--- src/rtl/mux_pkg.sv ---
// Shared definitions for the N-channel mux/arbiter: mode encodings and a
// ceiling-log2 helper used to size select and index fields.
package mux_pkg;

  localparam logic MODE_FIXED = 1'b0;
  localparam logic MODE_RR    = 1'b1;

  // Ceiling log2, never less than 1 so a 2-channel select still has a bit.
  function automatic int unsigned clog2(input int unsigned n);
    int unsigned r;
    int unsigned v;
    r = 0;
    v = n - 1;
    while (v > 0) begin
      r = r + 1;
      v = v >> 1;
    end
    return (r == 0) ? 1 : r;
  endfunction

endpackage

--- src/rtl/rr_pick.sv ---
// Rotating-priority search: first asserted request at or after ptr, wrapping
// from N-1 back to 0.
module rr_pick
  import mux_pkg::*;
#(
  parameter int unsigned N    = 4,
  parameter int unsigned SELW = clog2(N)
) (
  input  logic [N-1:0]    req,
  input  logic [SELW-1:0] ptr,
  output logic [SELW-1:0] grant,
  output logic            grant_valid
);

  // One extra bit so ptr + offset cannot overflow before the wrap subtract.
  localparam int unsigned IW = SELW + 1;

  logic [IW-1:0] w_idx;

  // Walk the N positions starting at ptr and keep the first requester found.
  always_comb begin
    grant       = '0;
    grant_valid = 1'b0;
    w_idx       = '0;
    for (int k = 0; k < N; k++) begin
      w_idx = {1'b0, ptr} + IW'(k);
      if (w_idx >= IW'(N)) begin
        w_idx = w_idx - IW'(N);
      end
      if (!grant_valid && req[w_idx[SELW-1:0]]) begin
        grant       = w_idx[SELW-1:0];
        grant_valid = 1'b1;
      end
    end
  end

endmodule

--- src/rtl/mux_arb_n.sv ---
// N-channel valid/ready multiplexer with a one-entry registered output.
// Mode selects a fixed channel index or round-robin arbitration.
module mux_arb_n
  import mux_pkg::*;
#(
  parameter  int unsigned WIDTH = 32,
  parameter  int unsigned N     = 4,
  localparam int unsigned SELW  = clog2(N)
) (
  input  logic                 clk,
  input  logic                 rst_n,
  input  logic                 mode,
  input  logic [SELW-1:0]      sel,
  input  logic [N*WIDTH-1:0]   in_data,
  input  logic [N-1:0]         in_valid,
  output logic [N-1:0]         in_ready,
  output logic [WIDTH-1:0]     out_data,
  output logic [SELW-1:0]      out_src,
  output logic                 out_valid,
  input  logic                 out_ready
);

  logic [WIDTH-1:0] r_out_data;
  logic [SELW-1:0]  r_out_src;
  logic             r_out_valid;
  logic [SELW-1:0]  r_rr_ptr;

  logic             w_load_en;
  logic [SELW-1:0]  w_rr_grant;
  logic             w_rr_valid;
  logic             w_sel_ok;
  logic             w_fix_valid;
  logic [SELW-1:0]  w_grant;
  logic             w_grant_valid;
  logic             w_xfer;
  logic [SELW-1:0]  w_ptr_nxt;

  rr_pick #(
    .N    (N),
    .SELW (SELW)
  ) u_rr_pick (
    .req         (in_valid),
    .ptr         (r_rr_ptr),
    .grant       (w_rr_grant),
    .grant_valid (w_rr_valid)
  );

  // The output slot can take a new entry when empty or being drained.
  assign w_load_en   = !r_out_valid || out_ready;
  // An out-of-range select must never grant, even if the index aliases a bit.
  assign w_sel_ok    = (32'(sel) < N);
  assign w_fix_valid = w_sel_ok && in_valid[sel];

  assign w_grant       = (mode == MODE_RR) ? w_rr_grant : sel;
  assign w_grant_valid = (mode == MODE_RR) ? w_rr_valid : w_fix_valid;
  assign w_xfer        = rst_n && w_load_en && w_grant_valid;
  assign w_ptr_nxt     = (w_grant == SELW'(N - 1)) ? '0 : w_grant + 1'b1;

  // Ready goes only to the granted channel, and only when a load will happen.
  always_comb begin
    in_ready = '0;
    if (w_xfer) begin
      in_ready[w_grant] = 1'b1;
    end
  end

  // Output entry and round-robin pointer.
  always_ff @(posedge clk) begin
    if (!rst_n) begin
      r_out_data  <= '0;
      r_out_src   <= '0;
      r_out_valid <= 1'b0;
      r_rr_ptr    <= '0;
    end else if (w_load_en) begin
      if (w_grant_valid) begin
        r_out_data  <= in_data[w_grant*WIDTH +: WIDTH];
        r_out_src   <= w_grant;
        r_out_valid <= 1'b1;
        if (mode == MODE_RR) begin
          r_rr_ptr <= w_ptr_nxt;
        end
      end else begin
        r_out_valid <= 1'b0;
      end
    end
  end

  assign out_data  = r_out_data;
  assign out_src   = r_out_src;
  assign out_valid = r_out_valid;

endmodule
--- config.mk ---
export PLATFORM = sky130hd
export DESIGN_NAME = mux_arb_n
export DESIGN_NICKNAME = d
export VERILOG_FILES = /design/src/rtl/mux_pkg.sv /design/src/rtl/rr_pick.sv /design/src/rtl/mux_arb_n.sv
export SDC_FILE = /design/constraint.sdc
export NUM_CORES = 1
export LEC_CHECK = 0
export CORE_UTILIZATION = 35
export DETAILED_ROUTE_END_ITERATION = 8
export GPL_ROUTABILITY_DRIVEN = 1
export PLACE_DENSITY = 0.9
export SLEW_MARGIN = 20
export SYNTH_ARGS = -nofsm -noshare
export SYNTH_HDL_FRONTEND = slang
export SYNTH_SLANG_ARGS = --single-unit
--- constraint.sdc ---
create_clock -name clk -period 7.2 [get_ports clk]
set_input_delay 1.8 -clock clk [delete_from_list [all_inputs] [get_ports clk]]
set_output_delay 1.8 -clock clk [all_outputs]
set_load 0.01 [all_outputs]
==> flow_summary.ini, run 1 <==
[status]
status = completed

[route]
dr.first_iter.drc_count = 67
drt-total-wl_um = 7040
drt.antenna.violating_nets = 0
route.detailed.drc = 0
wl_per_cell_um = 17.4
drt_pass1_iterations = 4
routed-via-count = 2138
routed_via_density = 5.28

[sta]
final-setup-viol-count = 0
worst_clock_skew_ns = 0.00486
timing.slew.headroom_pct = 27.3
period_minus_slack_ns = 6.32
drv_slew = 0
rsz0062_at_grt = no
hold_viol_final = 0
tightest_slew_ns = 1.09
max_clock_freq_mhz = 158
layout_worst_path_cycle_share_pct = 87.8
setup-tns-final_ns = 0
hold_ws_ns = 0.478

[cts]
cts_hold_buf = 0
cts.sink_count = 37
worstSkewPairLatency_ns = 0.28
cts-root-buf = sky130_fd_sc_hd__clkbuf_8
htree_levels = 2
clock_tree_from_tritoncts = built
cts_max_path_buffers = 2
clkTransAtPathRegs_ns = 0.06
tritoncts.num_buffers = 5
post_cts.resized_instances = 0
post_cts_buffers = 0

[flow_run]
number_of_violations_of_the_max_capacitance_limit = 0

[synthesis]
postSynth.asyncResetShare_pct = 0
synth_area_leaders = sky130_fd_sc_hd__mux4_2, sky130_fd_sc_hd__dfxtp_1, sky130_fd_sc_hd__a22o_1
synth_common_cells = sky130_fd_sc_hd__dfxtp_1, sky130_fd_sc_hd__mux4_2, sky130_fd_sc_hd__a22o_1
postSynthAreaPerCell_um2 = 13.2
syn-num-nets = 297
post_synth_edffs = 0
synth_cell_types = 30
synth_top_area_share_pct = 35.4
synth_top_area_cell = sky130_fd_sc_hd__mux4_2
yosys_most_used_dff = sky130_fd_sc_hd__dfxtp_1
yosys_warnings = 0
synth-seq-area-share_pct = 35.3
synthCells = 159
post-synth-top-count-cell = sky130_fd_sc_hd__dfxtp_1
synth-seq-cells = 37
synth_area_um2 = 2100

[setup_path]
crit_slowest_cell = sky130_fd_sc_hd__a311oi_4
timing.critical_path.cells = clkdlybuf4s50_1 > nor2b_1 > a2111oi_0 > a311oi_4 > and3_1 > clkdlybuf4s50_1
worst_path_dominant_cell_family = compound AO/OA/AOI/OAI gates
worst_setup_path_end_kind = primary output
critPathMaxFanout = 20
crit_path_start_kind = input pin
critPathArrivalTime_ns = 4.52
critical-path-top-cell-by-count = sky130_fd_sc_hd__clkdlybuf4s50_1
cp.buffers_inverters = 2
crit_required_ns = 5.40
maximum_single_stage_delay_on_the_critical_path_ns = 0.96
criticalPathCategory = input pin to primary output

[global_routing]
grt_first_pass_wirelength_um = 10700
global_route.usage.total_pct = 22.4
vias_in_the_first_global_route = 2224
globalRoute.totalOverflow = 0
maximum_number_of_pins_on_one_net_before_global_route_repair = 33
antenna_found_initial = 0

[floorplan]
rows = 27
die_h_um = 79.5
core-area_um2 = 5640
floorplan.initialDensity_pct = 37.2
design.die.area_um2 = 6310
num_io_pins = 177
die_width_um = 79.5

[placed_design]
placer_congestion = 0.743
placed_cells_incl_taps = 397
place_hpwl_um = 5730
io_buffers = 176

[pwr]
fin_total_pwr_mw = 0.646
pwr_density_cell_nw_per_um2 = 162
total_leakage_power_nw = 1.48
irDropWorstVdd_mv = 0.0792

[layout]
synthToLayoutAreaGrowth_pct = 90.3
post_route_cells_drive_above_1_share_pct = 13.8
post_route_utilization_pct = 70.8
finish.net_count = 470
num_antenna_cells = 0
num-fill-cells = 409
finalNonFillerCells = 405

[worst_hold_path]
worst_hold_path_type = flop to flop
flip-flops by register name (all words and copies together), names as in the netlist:
register and flops:
out_valid 1, out_src 2, r_rr_ptr 2, out_data 32
cell families (layout without fill, tap and decap cells):
kind of cell           after synthesis  in the layout  synth area share [%]
AND/OR/NAND/NOR                     23             23                  5.19
flip-flops                          37             37                  35.3
XOR/XNOR                             1              1                 0.417
multiplexers                        35             35                  36.4
buffers and inverters               19            193                  5.12
AO/OA/AOI/OAI                       44             44                  17.6
path summary, 6_finish.rpt:
kind                                     end         from  slack [ns]  depth (start not counted)
worst max register to register  out_data[14]  r_rr_ptr[0]        4.51                          6
worst min register to register   out_data[9]  out_data[9]        0.48                          1
worst min-delay path             out_data[9]  out_data[9]        0.48                          1
worst max-delay path             in_ready[2]  in_valid[2]        0.88                          6
layout make-up:
class / count / area (um^2) / share of cell area [%]
clock buffers: 8 / 80.1 / 2.00
inverters: 5 / 18.8 / 0.470
flip-flops and latches: 37 / 741 / 18.5
multi-input cells: 103 / 1270 / 31.9
repair buffers: 180 / 1790 / 44.8
well taps: 72 / 90.1 / 2.25
per-stage QoR:
stage                     worst slack, ns  instance area [um^2]
after CTS                           0.852                  4000
after global routing                0.677                  4000
final                               0.877                  4000
after global placement               1.01                  3920
after floorplan                      2.14                  2100
after detailed placement            0.840                  3920
cell usage in the layout (no fill, tap or decap), types with 2 or more instances in the layout:
cell type                         count
sky130_fd_sc_hd__nand2_1              6
sky130_fd_sc_hd__dfxtp_1             37
sky130_fd_sc_hd__clkdlybuf4s50_1    176
sky130_fd_sc_hd__a22o_1              32
sky130_fd_sc_hd__nor2_1               8
sky130_fd_sc_hd__clkbuf_1             3
sky130_fd_sc_hd__clkbuf_8             5
sky130_fd_sc_hd__nor2b_1              4
sky130_fd_sc_hd__buf_4                4
sky130_fd_sc_hd__mux4_2              33
sky130_fd_sc_hd__mux2i_1              2
sky130_fd_sc_hd__a21oi_1              2
sky130_fd_sc_hd__inv_1                5
worst register-to-register path: stages (launching register included):
cell and delay (ns):
sky130_fd_sc_hd__dfxtp_1 0.41, sky130_fd_sc_hd__inv_1 0.07, sky130_fd_sc_hd__a21o_1 0.18, sky130_fd_sc_hd__a311oi_4 0.95, sky130_fd_sc_hd__buf_4 0.42, sky130_fd_sc_hd__mux4_2 0.35, sky130_fd_sc_hd__a22o_1 0.19
power by group:
part / switching, mW / internal (mW)
clock: 0.0667 / 0.0687
sequential: 0.0136 / 0.229
combinational: 0.0906 / 0.177
metal layers:
layer | global-route usage (%) | vias to the layer above | wire, um
li1 | - | 1001 | -
met1 | 22.7 | 1019 | 2430
met2 | 43.9 | 113 | 3890
met3 | 6.06 | 5 | 654
met4 | 6.18 | 0 | 64
met5 | 0 | - | 0
Power figures use the tool's default switching activity.
==> run 2, diff against run 1 <==
--- a/config.mk
+++ b/config.mk
@@ -9,6 +9,8 @@
 export DETAILED_ROUTE_END_ITERATION = 8
 export GPL_ROUTABILITY_DRIVEN = 1
 export PLACE_DENSITY = 0.9
+export RECOVER_POWER = 100
+export SKIP_CTS_REPAIR_TIMING = 1
 export SLEW_MARGIN = 20
 export SYNTH_ARGS = -nofsm -noshare
 export SYNTH_HDL_FRONTEND = slang
==> run 2 against run 1 <==
- final cell count did not move
- setup slack got worse by 0.14 ns
- the flow now finishes with violations (capacitance limit, slew limit)
- sequential power about the same
==> flow_summary.ini, run 2 (synthesis gave the netlist of run 1 again) <==
[status]
status = finished with violations
failed_checks = capacitance limit, slew limit

[setup_path]
worst_setup_path_end_kind = primary output
timing.reg2reg.setup_slack_ns = 3.85
critPathArrivalTime_ns = 4.66
regToRegStartpoint = r_rr_ptr[1]
criticalPathCategory = input pin to primary output
crit_required_ns = 5.40
crit_path_start_kind = input pin
critPathMaxFanout = 20
critical_path.reg2reg.endpoint = out_data[0]
r2r.worst_path.cells = 6

[layout]
finish.net_count = 470
layout_commonest_cell = sky130_fd_sc_hd__clkdlybuf4s50_1
num-fill-cells = 409
finalNonFillerCells = 405
post_route_cells_drive_above_1_share_pct = 13.5
largest_register_ffs = 32
regArea_um2 = 741
synthToLayoutAreaGrowth_pct = 90.1
multi_input_area_um2 = 1270
num_antenna_cells = 0
most-common-layout-cells = sky130_fd_sc_hd__clkdlybuf4s50_1, sky130_fd_sc_hd__dlygate4sd3_1, sky130_fd_sc_hd__dfxtp_1

[floorplan]
die_width_um = 79.5
rows = 27
die_h_um = 79.5
num_io_pins = 177
core-area_um2 = 5640
floorplan.initialDensity_pct = 37.2
design.die.area_um2 = 6310

[sta]
setup_slack_after_layout_ns = 0.738
worst_clock_skew_ns = 0.00437
final-setup-viol-count = 0
setup-tns-final_ns = 0
drv_slew = 20
rsz0062_at_grt = no
max_clock_freq_mhz = 155
period_minus_slack_ns = 6.46
layout_worst_path_cycle_share_pct = 89.8
tightest_slew_ns = 1.51
timing.slew.headroom_pct = -0.390
hold_viol_final = 0

[cts]
clock_tree_from_tritoncts = built
cts-root-buf = sky130_fd_sc_hd__clkbuf_8
htree_levels = 2
cts_max_path_buffers = 2
cts.sink_count = 37
clkTransAtPathRegs_ns = 0.06
worstSkewPairLatency_ns = 0.28
tritoncts.num_buffers = 5

[pwr]
pwr_density_cell_nw_per_um2 = 159
irDropWorstVdd_mv = 0.0773
fin_total_pwr_mw = 0.636
total_leakage_power_nw = 1.57

[placed_design]
placer_congestion = 0.743
placed_cells_incl_taps = 397
place_hpwl_um = 5730
io_buffers = 176
pre_cts_slack_ns = 0.840

[flow_run]
number_of_violations_of_the_max_capacitance_limit = 1

[worst_hold_path]
worst_hold_path.endpoint = out_data[9]
worstHoldStart = out_data[9]
worst_hold_path_type = flop to flop
worst_hold_path.num_cells = 1

[route]
dr.first_iter.drc_count = 63
routed-via-count = 2140
routed_via_density = 5.28
drt.antenna.violating_nets = 0
drt-total-wl_um = 7060
wl_per_cell_um = 17.4
drt_pass1_iterations = 4
route.detailed.drc = 0

[global_routing]
maximum_number_of_pins_on_one_net_before_global_route_repair = 33
global_route.usage.total_pct = 22.4
vias_in_the_first_global_route = 2224
grt_first_pass_wirelength_um = 10700
antenna_found_initial = 0
globalRoute.totalOverflow = 0
[run 2: cell count changes in the layout (fill, tap and decap cells not counted)]
cell                              before  now
sky130_fd_sc_hd__clkdlybuf4s50_1     176  136
sky130_fd_sc_hd__dlygate4sd3_1         0   40
sky130_fd_sc_hd__a21boi_0              0    1
sky130_fd_sc_hd__a21boi_1              1    0
sky130_fd_sc_hd__buf_4                 4    3
sky130_fd_sc_hd__clkbuf_1              3    4
[run 2: worst max-delay path by stage]
stage	from	end	cells past startpoint
2_1_floorplan	sel[0]	in_ready[0]	6
3_3_place_gp	in_valid[2]	in_ready[2]	6
3_5_place_dp	in_valid[2]	in_ready[2]	6
4_1_cts	in_valid[2]	in_ready[2]	6
5_1_grt	in_valid[2]	in_ready[2]	5
6_report	in_valid[2]	in_ready[2]	6
[run 2: routing by layer]
| layer | up-vias | share of wire (%) | global-route usage (%) | routed length, um |
|---|---|---|---|---|
| met5 | - | 0 | 0 | 0 |
| met4 | 0 | 0.91 | 6.18 | 64 |
| met3 | 5 | 9.4 | 6.06 | 664 |
| met2 | 116 | 55 | 43.9 | 3910 |
| met1 | 1018 | 34 | 22.7 | 2410 |
| li1 | 1001 | - | - | - |
[run 2: critical path, stage by stage]
cell and delay [ns]:
sky130_fd_sc_hd__dlygate4sd3_1 0.62, sky130_fd_sc_hd__nor2b_1 0.22, sky130_fd_sc_hd__a2111oi_0 0.19, sky130_fd_sc_hd__a311oi_4 0.96, sky130_fd_sc_hd__and3_1 0.27, sky130_fd_sc_hd__dlygate4sd3_1 0.60
[run 2: area by class of cell]
| type | instances | area share, % |
|---|---|---|
| multi-input cells | 103 | 31.9 |
| clock buffers | 8 | 2.01 |
| repair buffers | 180 | 44.8 |
| inverters | 5 | 0.470 |
| well taps | 72 | 2.26 |
| flip-flops and latches | 37 | 18.6 |
[run 2: metrics by stage]
| step | hold slack [ns] | instance area [um^2] | util [%] |
|---|---|---|---|
| global placement | 0.460 | 3920 | 69.4 |
| CTS | 0.482 | 4000 | 70.8 |
| finish | 0.474 | 3990 | 70.7 |
| floorplan | 0.485 | 2100 | - |
| detailed placement | 0.463 | 3920 | 69.4 |
| global route | 0.492 | 3990 | 70.7 |
[run 2: power breakdown]
part	switching (mW)	internal, mW
clock network	0.0666	0.0687
logic	0.0906	0.168
registers	0.0127	0.229
total	0.170	0.466
